<file path="config.mk">
export PLATFORM = sky130hd
export DESIGN_NAME = uop_issue_arbiter
export DESIGN_NICKNAME = d
export VERILOG_FILES = /design/src/rtl/core_pkg.sv /design/src/rtl/uop_issue_arbiter.sv
export SDC_FILE = /design/constraint.sdc
export NUM_CORES = 1
export LEC_CHECK = 0
export ABC_CLOCK_PERIOD_IN_PS = 3100
export BUFFER_PORTS_ARGS = -buffer_cell sky130_fd_sc_hd__buf_4
export CAP_MARGIN = 20
export CORE_MARGIN = 3
export CORE_UTILIZATION = 49
export CTS_BUF_LIST = sky130_fd_sc_hd__clkbuf_8
export DETAILED_ROUTE_END_ITERATION = 8
export PLACE_DENSITY = 0.93
export SLEW_MARGIN = 20
export SYNTH_ARGS = -nofsm -noshare
export SYNTH_HDL_FRONTEND = slang
export SYNTH_SLANG_ARGS = --single-unit
export TNS_END_PERCENT = 5
</file>
<file path="constraint.sdc">
create_clock -name clk -period 3.1 [get_ports clk]
set_input_delay 0.62 -clock clk [delete_from_list [all_inputs] [get_ports clk]]
set_output_delay 0.62 -clock clk [all_outputs]
set_load 0.005 [all_outputs]
</file>
<file path="src/rtl/core_pkg.sv">
// Shared widths, NOP encoding and owner encoding for the uop issue arbiter.
package core_pkg;

  localparam int unsigned UOP_W  = 20;
  localparam int unsigned DATA_W = 16;

  // bit11: no reg_wr, bits10:9: no mar_wr; no mem access, no flag update
  localparam logic [UOP_W-1:0] UOP_NOP = UOP_W'(20'h00E00);

  typedef enum logic [1:0] {
    ST_IDLE  = 2'd0,
    ST_OWN_M = 2'd1,
    ST_OWN_S = 2'd2
  } owner_e;

  typedef struct packed {
    logic [UOP_W-1:0]  uop;
    logic [DATA_W-1:0] temp_a;
    logic [DATA_W-1:0] temp_b;
    logic              next_sched;
    logic              next_main;
  } slot_t;

  localparam slot_t SLOT_NOP = '{
    uop:        UOP_NOP,
    temp_a:     '0,
    temp_b:     '0,
    next_sched: 1'b0,
    next_main:  1'b0
  };

endpackage

</file>
<file path="src/rtl/uop_issue_arbiter.sv">
// Shares the execute-stage issue slot between the main and sched uop streams,
// granting whole sequences atomically and bounding how long main can starve.
module uop_issue_arbiter
  import core_pkg::*;
#(
  parameter int unsigned STARVE_MAX = 4
) (
  input  logic              clk,
  input  logic              a_rst,
  input  logic              stop,
  input  logic              flush,
  input  logic              m_valid,
  output logic              m_ready,
  input  logic [UOP_W-1:0]  m_uop,
  input  logic [DATA_W-1:0] m_temp,
  input  logic              m_last,
  input  logic              s_valid,
  output logic              s_ready,
  input  logic [UOP_W-1:0]  s_uop,
  input  logic [DATA_W-1:0] s_temp,
  input  logic              s_last,
  output logic [UOP_W-1:0]  uop_next,
  output logic [DATA_W-1:0] temp_a,
  output logic [DATA_W-1:0] temp_b,
  output logic              next_sched,
  output logic              next_main,
  output logic [1:0]        owner
);

  localparam int unsigned CNT_W = $clog2(STARVE_MAX + 1);
  localparam logic [CNT_W-1:0] CNT_MAX = CNT_W'(STARVE_MAX);

  owner_e           r_state;
  owner_e           w_state_nxt;
  logic [CNT_W-1:0] r_cnt;
  logic [CNT_W-1:0] w_cnt_nxt;
  slot_t            r_hold;
  slot_t            w_slot;
  logic             w_sel_m;
  logic             w_sel_s;
  logic             w_go;

  // State, starvation counter and replay registers
  always_ff @(posedge clk or posedge a_rst) begin
    if (a_rst) begin
      r_state <= ST_IDLE;
      r_cnt   <= '0;
      r_hold  <= SLOT_NOP;
    end else begin
      r_state <= w_state_nxt;
      r_cnt   <= w_cnt_nxt;
      if (!stop) begin
        r_hold <= w_slot;
      end
    end
  end

  // Stream selection, slot mux and next state
  always_comb begin
    w_state_nxt = r_state;
    w_cnt_nxt   = r_cnt;
    w_slot      = r_hold;
    w_sel_m     = 1'b0;
    w_sel_s     = 1'b0;
    m_ready     = 1'b0;
    s_ready     = 1'b0;
    w_go        = ~a_rst & ~stop & ~flush;

    case (r_state)
      ST_OWN_M: w_sel_m = 1'b1;
      ST_OWN_S: w_sel_s = 1'b1;
      default: begin
        // main only overrides sched once the starvation budget is spent
        if (s_valid && !(m_valid && (r_cnt == CNT_MAX))) begin
          w_sel_s = 1'b1;
        end else if (m_valid) begin
          w_sel_m = 1'b1;
        end
      end
    endcase

    m_ready = w_go & w_sel_m;
    s_ready = w_go & w_sel_s;

    if (!stop) begin
      w_slot = SLOT_NOP;
      if (m_valid && m_ready) begin
        w_slot.uop       = m_uop;
        w_slot.temp_a    = m_temp;
        w_slot.next_main = 1'b1;
        w_state_nxt      = m_last ? ST_IDLE : ST_OWN_M;
        if (r_state == ST_IDLE) begin
          w_cnt_nxt = '0;
        end
      end else if (s_valid && s_ready) begin
        w_slot.uop        = s_uop;
        w_slot.temp_b     = s_temp;
        w_slot.next_sched = 1'b1;
        w_state_nxt       = s_last ? ST_IDLE : ST_OWN_S;
        if ((r_state == ST_IDLE) && m_valid && (r_cnt != CNT_MAX)) begin
          w_cnt_nxt = r_cnt + CNT_W'(1);
        end
      end
    end

    if (flush) begin
      w_state_nxt = ST_IDLE;
      w_cnt_nxt   = '0;
    end
  end

  assign uop_next   = w_slot.uop;
  assign temp_a     = w_slot.temp_a;
  assign temp_b     = w_slot.temp_b;
  assign next_sched = w_slot.next_sched;
  assign next_main  = w_slot.next_main;
  assign owner      = r_state;

endmodule

</file>
==> results of run 1 <==
layout make-up:
type | count | area [um2]
Clock buffer | 11 | 151
Clock inverter | 5 | 52.6
Fill cell | 388 | 1310
Inverter | 14 | 52.6
Multi-Input combinational cell | 167 | 1390
Sequential cell | 59 | 1480
Tap cell | 72 | 90.1
Timing Repair Buffer | 153 | 1210
worst max-delay path, stage by stage, from the launching register on:
cell	delay (ns)
dfrtp_1	0.39
inv_1	0.11
ha_4	0.32
nand2b_4	0.14
o2111a_2	0.27
nor3_4	0.06
buf_4	0.14
buf_12	0.15
a222oi_1	0.29
buf_4	0.18
routing by layer:
metal / global-route usage (%) / part of all wire, % / vias up / routed length, um
li1: - / - / 1301 / -
met1: 31.0 / 39 / 1413 / 3480
met2: 42.8 / 53 / 108 / 4760
met3: 5.79 / 5.8 / 18 / 522
met4: 11.9 / 2.2 / 0 / 199
met5: 0 / 0 / - / 0
power by group through the flow:
stage | Combinational (W) | Sequential [W] | Clock [W]
global placement | 0.000295 | 0.000835 | 0
finish | 0.000325 | 0.000822 | 0.000719
detailed placement | 0.000306 | 0.000836 | 0
global route | 0.000353 | 0.000825 | 0.000771
CTS | 0.000320 | 0.000822 | 0.000729
floorplan | 0.000138 | 0.000831 | 0
cells in the final DEF (no fill, tap or decap):
| cell type | netlist | final |
|---|---|---|
| a211o_1 | 1 | 1 |
| a211oi_1 | 1 | 1 |
| a21o_1 | 39 | 39 |
| a21oi_1 | 2 | 2 |
| a222oi_1 | 6 | 6 |
| a22o_1 | 82 | 82 |
| a22oi_2 | 0 | 1 |
| and2_1 | 2 | 2 |
| buf_12 | 0 | 1 |
| buf_16 | 0 | 1 |
| buf_4 | 3 | 149 |
| buf_6 | 3 | 1 |
| bufbuf_16 | 0 | 1 |
| bufinv_16 | 0 | 1 |
| clkbuf_8 | 0 | 11 |
| clkinv_2 | 0 | 2 |
| clkinv_4 | 0 | 1 |
| dfrtp_1 | 56 | 56 |
| dfstp_2 | 3 | 3 |
| ha_1 | 5 | 4 |
| ha_4 | 0 | 1 |
| inv_1 | 14 | 14 |
| inv_2 | 0 | 1 |
| mux2_2 | 1 | 1 |
| nand2_1 | 4 | 4 |
| nand2b_1 | 6 | 4 |
| nand2b_4 | 0 | 2 |
| nand3b_1 | 1 | 1 |
| nor2_1 | 6 | 6 |
| nor3_2 | 2 | 1 |
| nor3_4 | 0 | 1 |
| o2111a_2 | 0 | 1 |
| o2111ai_1 | 1 | 1 |
| o21ai_0 | 3 | 3 |
| o21ba_2 | 1 | 1 |
| o2bb2ai_1 | 1 | 1 |
| or3_1 | 1 | 1 |
per-stage QoR:
stage | hold WS [ns] | cell area, um2 | cells
final | 0.305 | 4430 | 481
after global routing | 0.320 | 4430 | 481
after CTS | 0.304 | 4380 | 477
after detailed placement | 0.470 | 4080 | 456
after global placement | 0.464 | 4080 | 456
after floorplan | 0.454 | 3020 | 264
state kept, by name (all words and copies together) (netlist names):
name / flops
r_cnt: 3
r_hold: 54
owner: 2
worst paths after layout:
check | to | startpoint
max | uop_next[10] | owner[0]
min | r_hold[16] | a_rst
max reg2reg | r_hold[45] | owner[0]
min reg2reg | r_hold[0] | r_hold[0]
max in group asynchronous | r_hold[43] | a_rst
min in group clk | r_hold[0] | r_hold[0]
timing repair:
item                                    CTS  global route
pin swaps                                 2             3
gates cloned                              2             0
buffers inserted                          3             4
endpoints found under the setup margin   26            37
resized for setup                         4             3
endpoints found under the hold margin     0             0
logic make-up (layout without fill, tap and decap cells):
| logic type | Yosys count | count (layout) | share of synthesized area, % |
|---|---|---|---|
| multiplexers | 1 | 1 | 0.373 |
| flip-flops | 59 | 59 | 49.0 |
| adder cells (fa/ha/maj) | 5 | 5 | 2.07 |
| buffers and inverters | 38 | 183 | 6.13 |
| AND/OR/NAND/NOR | 22 | 22 | 4.02 |
| AO/OA/AOI/OAI | 139 | 139 | 38.4 |
==> impl_metrics.json, run 1 <==
{
  "switchingPower_w": 0.000464,
  "vias": 2840,
  "detail_route.first_pass.iterations": 5,
  "cts.sinks": 59,
  "cp.arrival_ns": 2.36,
  "diodes": 0,
  "setup_tns_ns": 0,
  "layout.nets": 489,
  "htreeDepth": 3,
  "synth.distinct_cells": 29,
  "status": "finished clean",
  "finClkSkew_ns": 0.0133,
  "finalCritPeriodShare_pct": 96.2,
  "worstSetupPathType": "register to output port",
  "tritoncts": "yes",
  "die_x_um": 84.5,
  "cts.clk_slew.worst_paths_ns": 0.07,
  "synth_edf_count": 0,
  "wl_per_cell_um": 18.6,
  "cp_max_fo": 19,
  "ys_top_cells_by_count": "a22o_1 (82), dfrtp_1 (56), a21o_1 (39), inv_1 (14), clkbuf_1 (10)",
  "grt_max_degree": 64,
  "max_cap_viol_count": 0,
  "initial_core_util_pct": 52.6,
  "cts_hold_buf": 0,
  "synth_top_area_share_pct": 46.4,
  "coreArea_um2": 5740,
  "worst-r2r-cell-count": 9,
  "cp-end-kind": "output port",
  "setup_violations": 0,
  "ys_warn_count": 0,
  "overflow": 0,
  "synth_top_area_cell": "dfrtp_1",
  "rows": 27,
  "fin_util_pct": 77.1,
  "worstPathRequired_ns": 2.48,
  "routabilityCongestion": 0.780,
  "p_leak_nw": 2.55,
  "synthTopCellsByArea": "dfrtp_1 (46%), a22o_1 (24%), a21o_1 (9.7%)",
  "clockRootBuffer": "clkbuf_8",
  "ys.flop_type": "dfrtp_1",
  "switching_share_pct": 24.8,
  "clockPowerShare_pct": 38.5,
  "antenna_found_initial": 0,
  "grt_pass1_wl_um": 14600,
  "ant_nets": 0,
  "synth_most_common_cell": "a22o_1",
  "fin_crit_ns": 2.98,
  "seq_area_frac_synth_pct": 49.0,
  "maxSlewHeadroom_pct": 60.5,
  "grt_usage_pct": 25.5,
  "via_per_inst": 5.90,
  "drt_iter0_markers": 172,
  "cts_buffers": 9,
  "wl_um": 8960,
  "pre_cts_ws_ns": 0.334,
  "drive_gt1_share_pct": 44.3,
  "max_freq_ghz": 0.335,
  "drv_slew": 0,
  "final_hold_viol_count": 0,
  "p_total_w": 0.00187,
  "ys_async_sr_fraction_pct": 100,
  "powerDensity_nw_per_um2": 421,
  "min_path_type": "input port to async pin",
  "seqPwrFrac_pct": 44.1,
  "syn_avg_cell_area_um2": 11.4,
  "hpwlAfterDp_um": 6010,
  "fp.dieH_um": 84.5,
  "syn_area_um2": 3020,
  "clk_latency_ns": 0.33,
  "worst_pin_slew_ns": 0.592,
  "yosys_register_bits": 59,
  "grt_pass1_vias": 2994,
  "r2r_slack_ns": 0.82,
  "port_buffers": 137,
  "drc": 0,
  "area_growth_syn_to_layout_pct": 46.7,
  "combPwrFrac_pct": 17.4,
  "final.setup.worst_slack_ns": 0.119,
  "syn_inst": 264,
  "io_pins": 138,
  "synth_fp_nets": 349,
  "max-vdd-ir-drop_mv": 0.251,
  "cts.path.max_buffers": 2,
  "start_kind": "register",
  "fp.dieArea_um2": 7140,
  "internal_power_w": 0.00140
}
No activity file was read; power rests on OpenSTA's default activity.
==> inputs of run 2 (changes only) <==
ABC_AREA = 1   (was not set)
CAP_MARGIN = not set   (was 20)
CORE_UTILIZATION = 48   (was 49)
==> run 2 against run 1 <==
Net effect: worst hold slack improved by 0.17 ns; highest routed layer unchanged; maximum frequency rose by 2.7%; largest cell class unchanged; count of clock-buffer cells in the layout rose by 2; cell area fell by 4.0%; synthesized cell count rose by 27%; core utilization fell by 1.8 points; sequential cell count did not move; register-to-register slack improved by 0.12 ns; synthesized area fell by 4.8%.
==> impl_metrics.json, run 2 <==
{
  "status": "finished clean",
  "synthMuxAreaShare_pct": 0,
  "ys_top_cells_by_count": "nand2_1 (104), nand3_1 (74), dfrtp_1 (56), a22o_1 (32), clkbuf_1 (10)",
  "min_path_type": "register to register",
  "fill_cells": 390,
  "wl_per_cell_um": 15.5,
  "final_cells": 545,
  "yosys.area_share.simple_pct": 28.5,
  "grt_max_degree": 71,
  "syn_avg_cell_area_um2": 8.60,
  "seqPwrFrac_pct": 42.9,
  "cp.arrival_ns": 2.28,
  "layout_common_cells": "buf_4 (140), nand2_1 (103), nand3_1 (73), dfrtp_1 (56), a22o_1 (32)",
  "cp-end-kind": "output port",
  "cts.sinks": 59,
  "hpwlAfterDp_um": 6170,
  "layout_commonest_cell": "buf_4",
  "switchingPower_w": 0.000431,
  "fin_crit_ns": 2.90,
  "wl_um": 8460,
  "fp.dieH_um": 83.4,
  "clockRootBuffer": "clkbuf_8",
  "fin_util_pct": 75.4,
  "io_pins": 138,
  "worstSetupPathType": "register to output port",
  "largest_reg_flops": 54,
  "setup_tns_ns": 0,
  "detail_route.first_pass.iterations": 4,
  "powerDensity_nw_per_um2": 452,
  "dp.cells": 528,
  "synth_top_family_by_area": "simple AND/OR/NAND/NOR gates",
  "max_cap_viol_count": 0,
  "finalCritPeriodShare_pct": 93.7,
  "synthTopCellsByArea": "dfrtp_1 (49%), nand2_1 (14%), nand3_1 (13%)",
  "overflow": 0,
  "rsz0062_at_grt": "true",
  "drc": 0,
  "cp_num_buf_inv": 5,
  "cts.clk_slew.worst_paths_ns": 0.07,
  "cp_max_fo": 33,
  "synth_most_common_cell": "nand2_1",
  "clockPowerShare_pct": 42.9,
  "tritoncts": "yes",
  "grt_pass1_vias": 3065,
  "htreeDepth": 3,
  "clk_latency_ns": 0.33,
  "finClkSkew_ns": 0.00789,
  "port_buffers": 137,
  "grt_usage_pct": 24.8,
  "crit_chain": "inv_1 -> ha_1 -> inv_1 -> nor2_1 -> nor2_1 -> o211ai_1 -> inv_2 -> buf_8 -> nand3_1 -> nand3_1 -> buf_4",
  "syn_inst": 334,
  "fin_area_um2": 4250,
  "ys_async_sr_fraction_pct": 100,
  "switching_share_pct": 22.5,
  "path_delay_family": "buffers and inverters",
  "combPwrFrac_pct": 14.2,
  "internal_power_w": 0.00149,
  "diodes": 0,
  "synth_top_area_share_pct": 48.8,
  "seq_area_frac_synth_pct": 51.5,
  "cts.path.max_buffers": 2,
  "coreArea_um2": 5640,
  "ys_warn_count": 0,
  "syn_area_um2": 2870,
  "initial_core_util_pct": 50.9,
  "dpl_cell_area_um2": 3960,
  "synth_fp_nets": 419,
  "setup_violations": 0,
  "worstPathRequired_ns": 2.48,
  "maxSlewHeadroom_pct": 52.2,
  "grt_pass1_wl_um": 14100,
  "synth_edf_count": 0,
  "via_per_inst": 5.60,
  "antenna_found_initial": 0,
  "crit_path_max_incr_delay_ns": 0.39,
  "layout.nets": 553,
  "synth_compound_area_share_pct": 12.5,
  "start_kind": "register",
  "drt_iter0_markers": 186,
  "ant_nets": 0,
  "cts_buffers": 9,
  "yosys_register_bits": 59,
  "drv_slew": 0,
  "slowest_stage": "dfrtp_1",
  "vias": 3054,
  "die_x_um": 83.4,
  "area_growth_syn_to_layout_pct": 47.9,
  "ys.flop_type": "dfrtp_1",
  "max-vdd-ir-drop_mv": 0.303,
  "synthXorXnorAreaFrac_pct": 0.305,
  "synth.distinct_cells": 21,
  "routabilityCongestion": 0.865,
  "drive_gt1_share_pct": 35.9,
  "worst_pin_slew_ns": 0.717,
  "synth_top_area_cell": "dfrtp_1",
  "max_flop_register": "r_hold",
  "final_hold_viol_count": 0,
  "synthAdderAreaFrac_pct": 2.18,
  "rows": 27,
  "max_freq_ghz": 0.344,
  "p_leak_nw": 2.48,
  "fp.dieArea_um2": 6950
}
[run 2: worst paths after layout]
| kind | from | to | slack [ns] | cells past startpoint |
|---|---|---|---|---|
| min in group asynchronous | a_rst | r_hold[19] | 0.55 | 3 |
| max | owner[1] | uop_next[1] | 0.20 | 11 |
| max reg2reg | owner[1] | r_cnt[0] | 0.94 | 11 |
| min reg2reg | r_hold[12] | r_hold[12] | 0.48 | 2 |
| min | r_hold[12] | r_hold[12] | 0.48 | 2 |
| max in group asynchronous | a_rst | r_hold[41] | 2.08 | 3 |
[run 2: power by group through the flow]
stage                     logic, W  registers [W]  clock network (W)
after detailed placement  0.000269       0.000837                  0
after CTS                 0.000270       0.000823           0.000840
after floorplan           0.000116       0.000833                  0
after global routing      0.000306       0.000827           0.000884
after global placement    0.000258       0.000834                  0
final                     0.000273       0.000824           0.000824
[run 2: routing by layer]
metal | global-route usage [%] | wire [um] | up-vias
li1 | - | - | 1415
met1 | 29.6 | 3440 | 1455
met2 | 42.3 | 4150 | 155
met3 | 5.36 | 620 | 29
met4 | 11.9 | 254 | 0
met5 | 0 | 0 | -
[run 2: per-stage QoR]
step | setup WS (ns) | hold slack (ns) | total power [W]
floorplan | 0.0586 | 0.444 | 0.000949
global placement | 0.421 | 0.458 | 0.00109
detailed placement | 0.386 | 0.462 | 0.00111
CTS | 0.0133 | 0.478 | 0.00193
global route | -0.0137 | 0.476 | 0.00202
finish | 0.197 | 0.479 | 0.00192
[run 2: cell type report]
class / count / area [um2] / share of cell area (%)
tap: 72 / 90.1 / 2.12
sequential: 59 / 1480 / 34.8
timing repair buffer: 143 / 1110 / 26.0
multi-input combinational: 242 / 1260 / 29.7
clock inverter: 3 / 67.6 / 1.59
clock buffer: 13 / 179 / 4.21
inverter: 13 / 65.1 / 1.53
[run 2: cell families (layout without fill, tap and decap cells)]
kind of cell	count (synthesis)	in the layout
AND/OR/NAND/NOR	190	190
flip-flops	59	59
AO/OA/AOI/OAI	46	46
buffers and inverters	33	172
adder cells (fa/ha/maj)	5	5
XOR/XNOR	1	1
[run 2: timing repair]
action | 4_1_cts | 5_1_grt
buffers inserted | 0 | 1
resized for setup | 0 | 15
setup endpoints to repair | 0 | 45
hold buffers | 0 | 0
[run 2: tightest hold or removal path, delay by kind of cell, from the launching register on]
family        cells  cell delay (ns)
flops             1             0.32
simple gates      2             0.13
==> inputs of run 3 (changes only) <==
CORE_UTILIZATION = 45   (was 48)
GPL_ROUTABILITY_DRIVEN = 0   (was not set)
PLACE_DENSITY = 0.88   (was 0.93)
==> run 3 against run 2 <==
Net effect: core utilization down 5.7 points; via count fell by 1.8%; critical path depth shrank 1; count of clock-buffer cells in the layout is 3 lower; sequential power is essentially flat; clock power is 17% lower; register-to-register slack worse by 0.04 ns; worst hold slack got worse by 0.0026 ns; first-iteration DRC count down 4.8%; clock skew about the same; global-route usage is 1.5 points lower; die area rose by 6.2%.
==> impl_metrics.json, run 3 (synthesis results as in run 2) <==
{
  "coreArea_um2": 6060,
  "hpwlAfterDp_um": 5840,
  "die_x_um": 85.9,
  "largest_reg_flops": 54,
  "grt_max_degree": 71,
  "p_leak_nw": 2.48,
  "io_pins": 138,
  "fp.dieH_um": 85.9,
  "cp-end-kind": "output port",
  "wl_per_cell_um": 15.1,
  "pre_cts_ws_ns": 0.395,
  "clockRootBuffer": "clkbuf_8",
  "cts_buffers": 9,
  "max_flop_register": "r_hold",
  "status": "finished clean",
  "antenna_found_initial": 0,
  "dp.cells": 531,
  "cts.path.max_buffers": 2,
  "cp_max_fo": 41,
  "layout_common_cells": "buf_4 (143), nand2_1 (103), nand3_1 (73), dfrtp_1 (56), a22o_1 (32)",
  "clk_latency_ns": 0.33,
  "layout_commonest_cell": "buf_4",
  "powerDensity_nw_per_um2": 420,
  "setup_tns_ns": 0,
  "cts.sinks": 59,
  "max_freq_ghz": 0.339,
  "maxSlewHeadroom_pct": 50.4,
  "ant_nets": 0,
  "final_cells": 551,
  "initial_core_util_pct": 47.4,
  "diodes": 0,
  "finClkSkew_ns": 0.00810,
  "final_hold_viol_count": 0,
  "fill_cells": 485,
  "worstPathRequired_ns": 2.48,
  "worstSetupPathType": "register to output port",
  "rsz0062_at_grt": "false",
  "final.setup.worst_slack_ns": 0.150,
  "setup_violations": 0,
  "port_buffers": 137,
  "cts.clk_slew.worst_paths_ns": 0.07,
  "drc": 0,
  "cts_hold_buf": 0,
  "drive_gt1_share_pct": 36.8,
  "layout.nets": 556,
  "fin_crit_ns": 2.95,
  "grt_usage_pct": 23.3,
  "max-vdd-ir-drop_mv": 0.309,
  "grt_pass1_wl_um": 13600,
  "overflow": 0,
  "area_growth_syn_to_layout_pct": 46.9,
  "worst_pin_slew_ns": 0.745,
  "grt_pass1_vias": 2982,
  "drt_iter0_markers": 177,
  "cp.arrival_ns": 2.33,
  "fin_util_pct": 69.7,
  "min_path_type": "register to register",
  "via_per_inst": 5.44,
  "drv_slew": 0,
  "max_cap_viol_count": 0,
  "detail_route.first_pass.iterations": 4,
  "rows": 28,
  "hold_ws_ns": 0.476,
  "finalCritPeriodShare_pct": 95.2,
  "fp.dieArea_um2": 7380,
  "wl_um": 8320,
  "vias": 2998,
  "htreeDepth": 3,
  "start_kind": "register",
  "tritoncts": "yes"
}
[run 3: cell count changes in the layout (fill, tap and decap cells not counted), moves of 2 or more]
cell,previous run,this run
clkinv_2,0,3
o21ai_1,3,1
buf_4,140,143
o21ai_0,6,8
nor2_1,8,5
clkbuf_8,13,10
nor2_2,0,3
[run 3: through the flow]
stage | total power, W | area [um2]
final | 0.00177 | 4220
after global routing | 0.00187 | 4220
after CTS | 0.00179 | 4150
after detailed placement | 0.00110 | 3960
after global placement | 0.00109 | 3960
after floorplan | 0.000949 | 2880
[run 3: per-layer routing]
layer / vias up / global-route usage [%] / wire length (um)
met5: - / 0 / 0
met1: 1411 / 27.7 / 3370
met2: 142 / 38.6 / 4070
met4: 0 / 8.63 / 198
li1: 1423 / - / -
met3: 22 / 8.45 / 678
[run 3: where the power goes]
part	internal, W	total (W)	switching [W]
Clock	0.000386	0.000680	0.000294
Sequential	0.000807	0.000824	0.0000173
Combinational	0.000142	0.000270	0.000129
Total	0.00133	0.00177	0.000440
[run 3: worst max-delay path, cell delays in order (launching register included)]
cell	delay (ns)
dfrtp_1	0.38
inv_1	0.09
ha_1	0.33
inv_1	0.11
nand3_1	0.10
nand2_1	0.09
nand3_2	0.16
buf_12	0.24
o21ai_0	0.20
o21ai_0	0.13
buf_4	0.15
[run 3: path summary, 6_finish.rpt]
check | start | to | slack [ns] | depth (start not counted)
worst max-delay path | owner[0] | uop_next[11] | 0.15 | 10
worst min-delay path | r_hold[4] | r_hold[4] | 0.48 | 2
worst max register to register | owner[0] | r_cnt[2] | 0.90 | 11
worst min register to register | r_hold[4] | r_hold[4] | 0.48 | 2
max in group asynchronous | a_rst | owner[0] | 2.06 | 3
min in group asynchronous | a_rst | r_hold[18] | 0.55 | 3
[run 3: layout make-up]
type	count	area (um2)	area share (%)
Clock inverter	6	56.3	1.33
Inverter	13	57.6	1.36
Timing Repair Buffer	146	1130	26.8
Clock buffer	10	138	3.26
Tap cell	75	93.8	2.22
Sequential cell	59	1480	35.1
Multi-Input combinational cell	242	1260	29.9
[run 3: repair_timing]
action / 4_1_cts / 5_1_grt
buffers inserted: 0 / 4
resized for setup: 0 / 15
endpoints found under the setup margin: 0 / 36
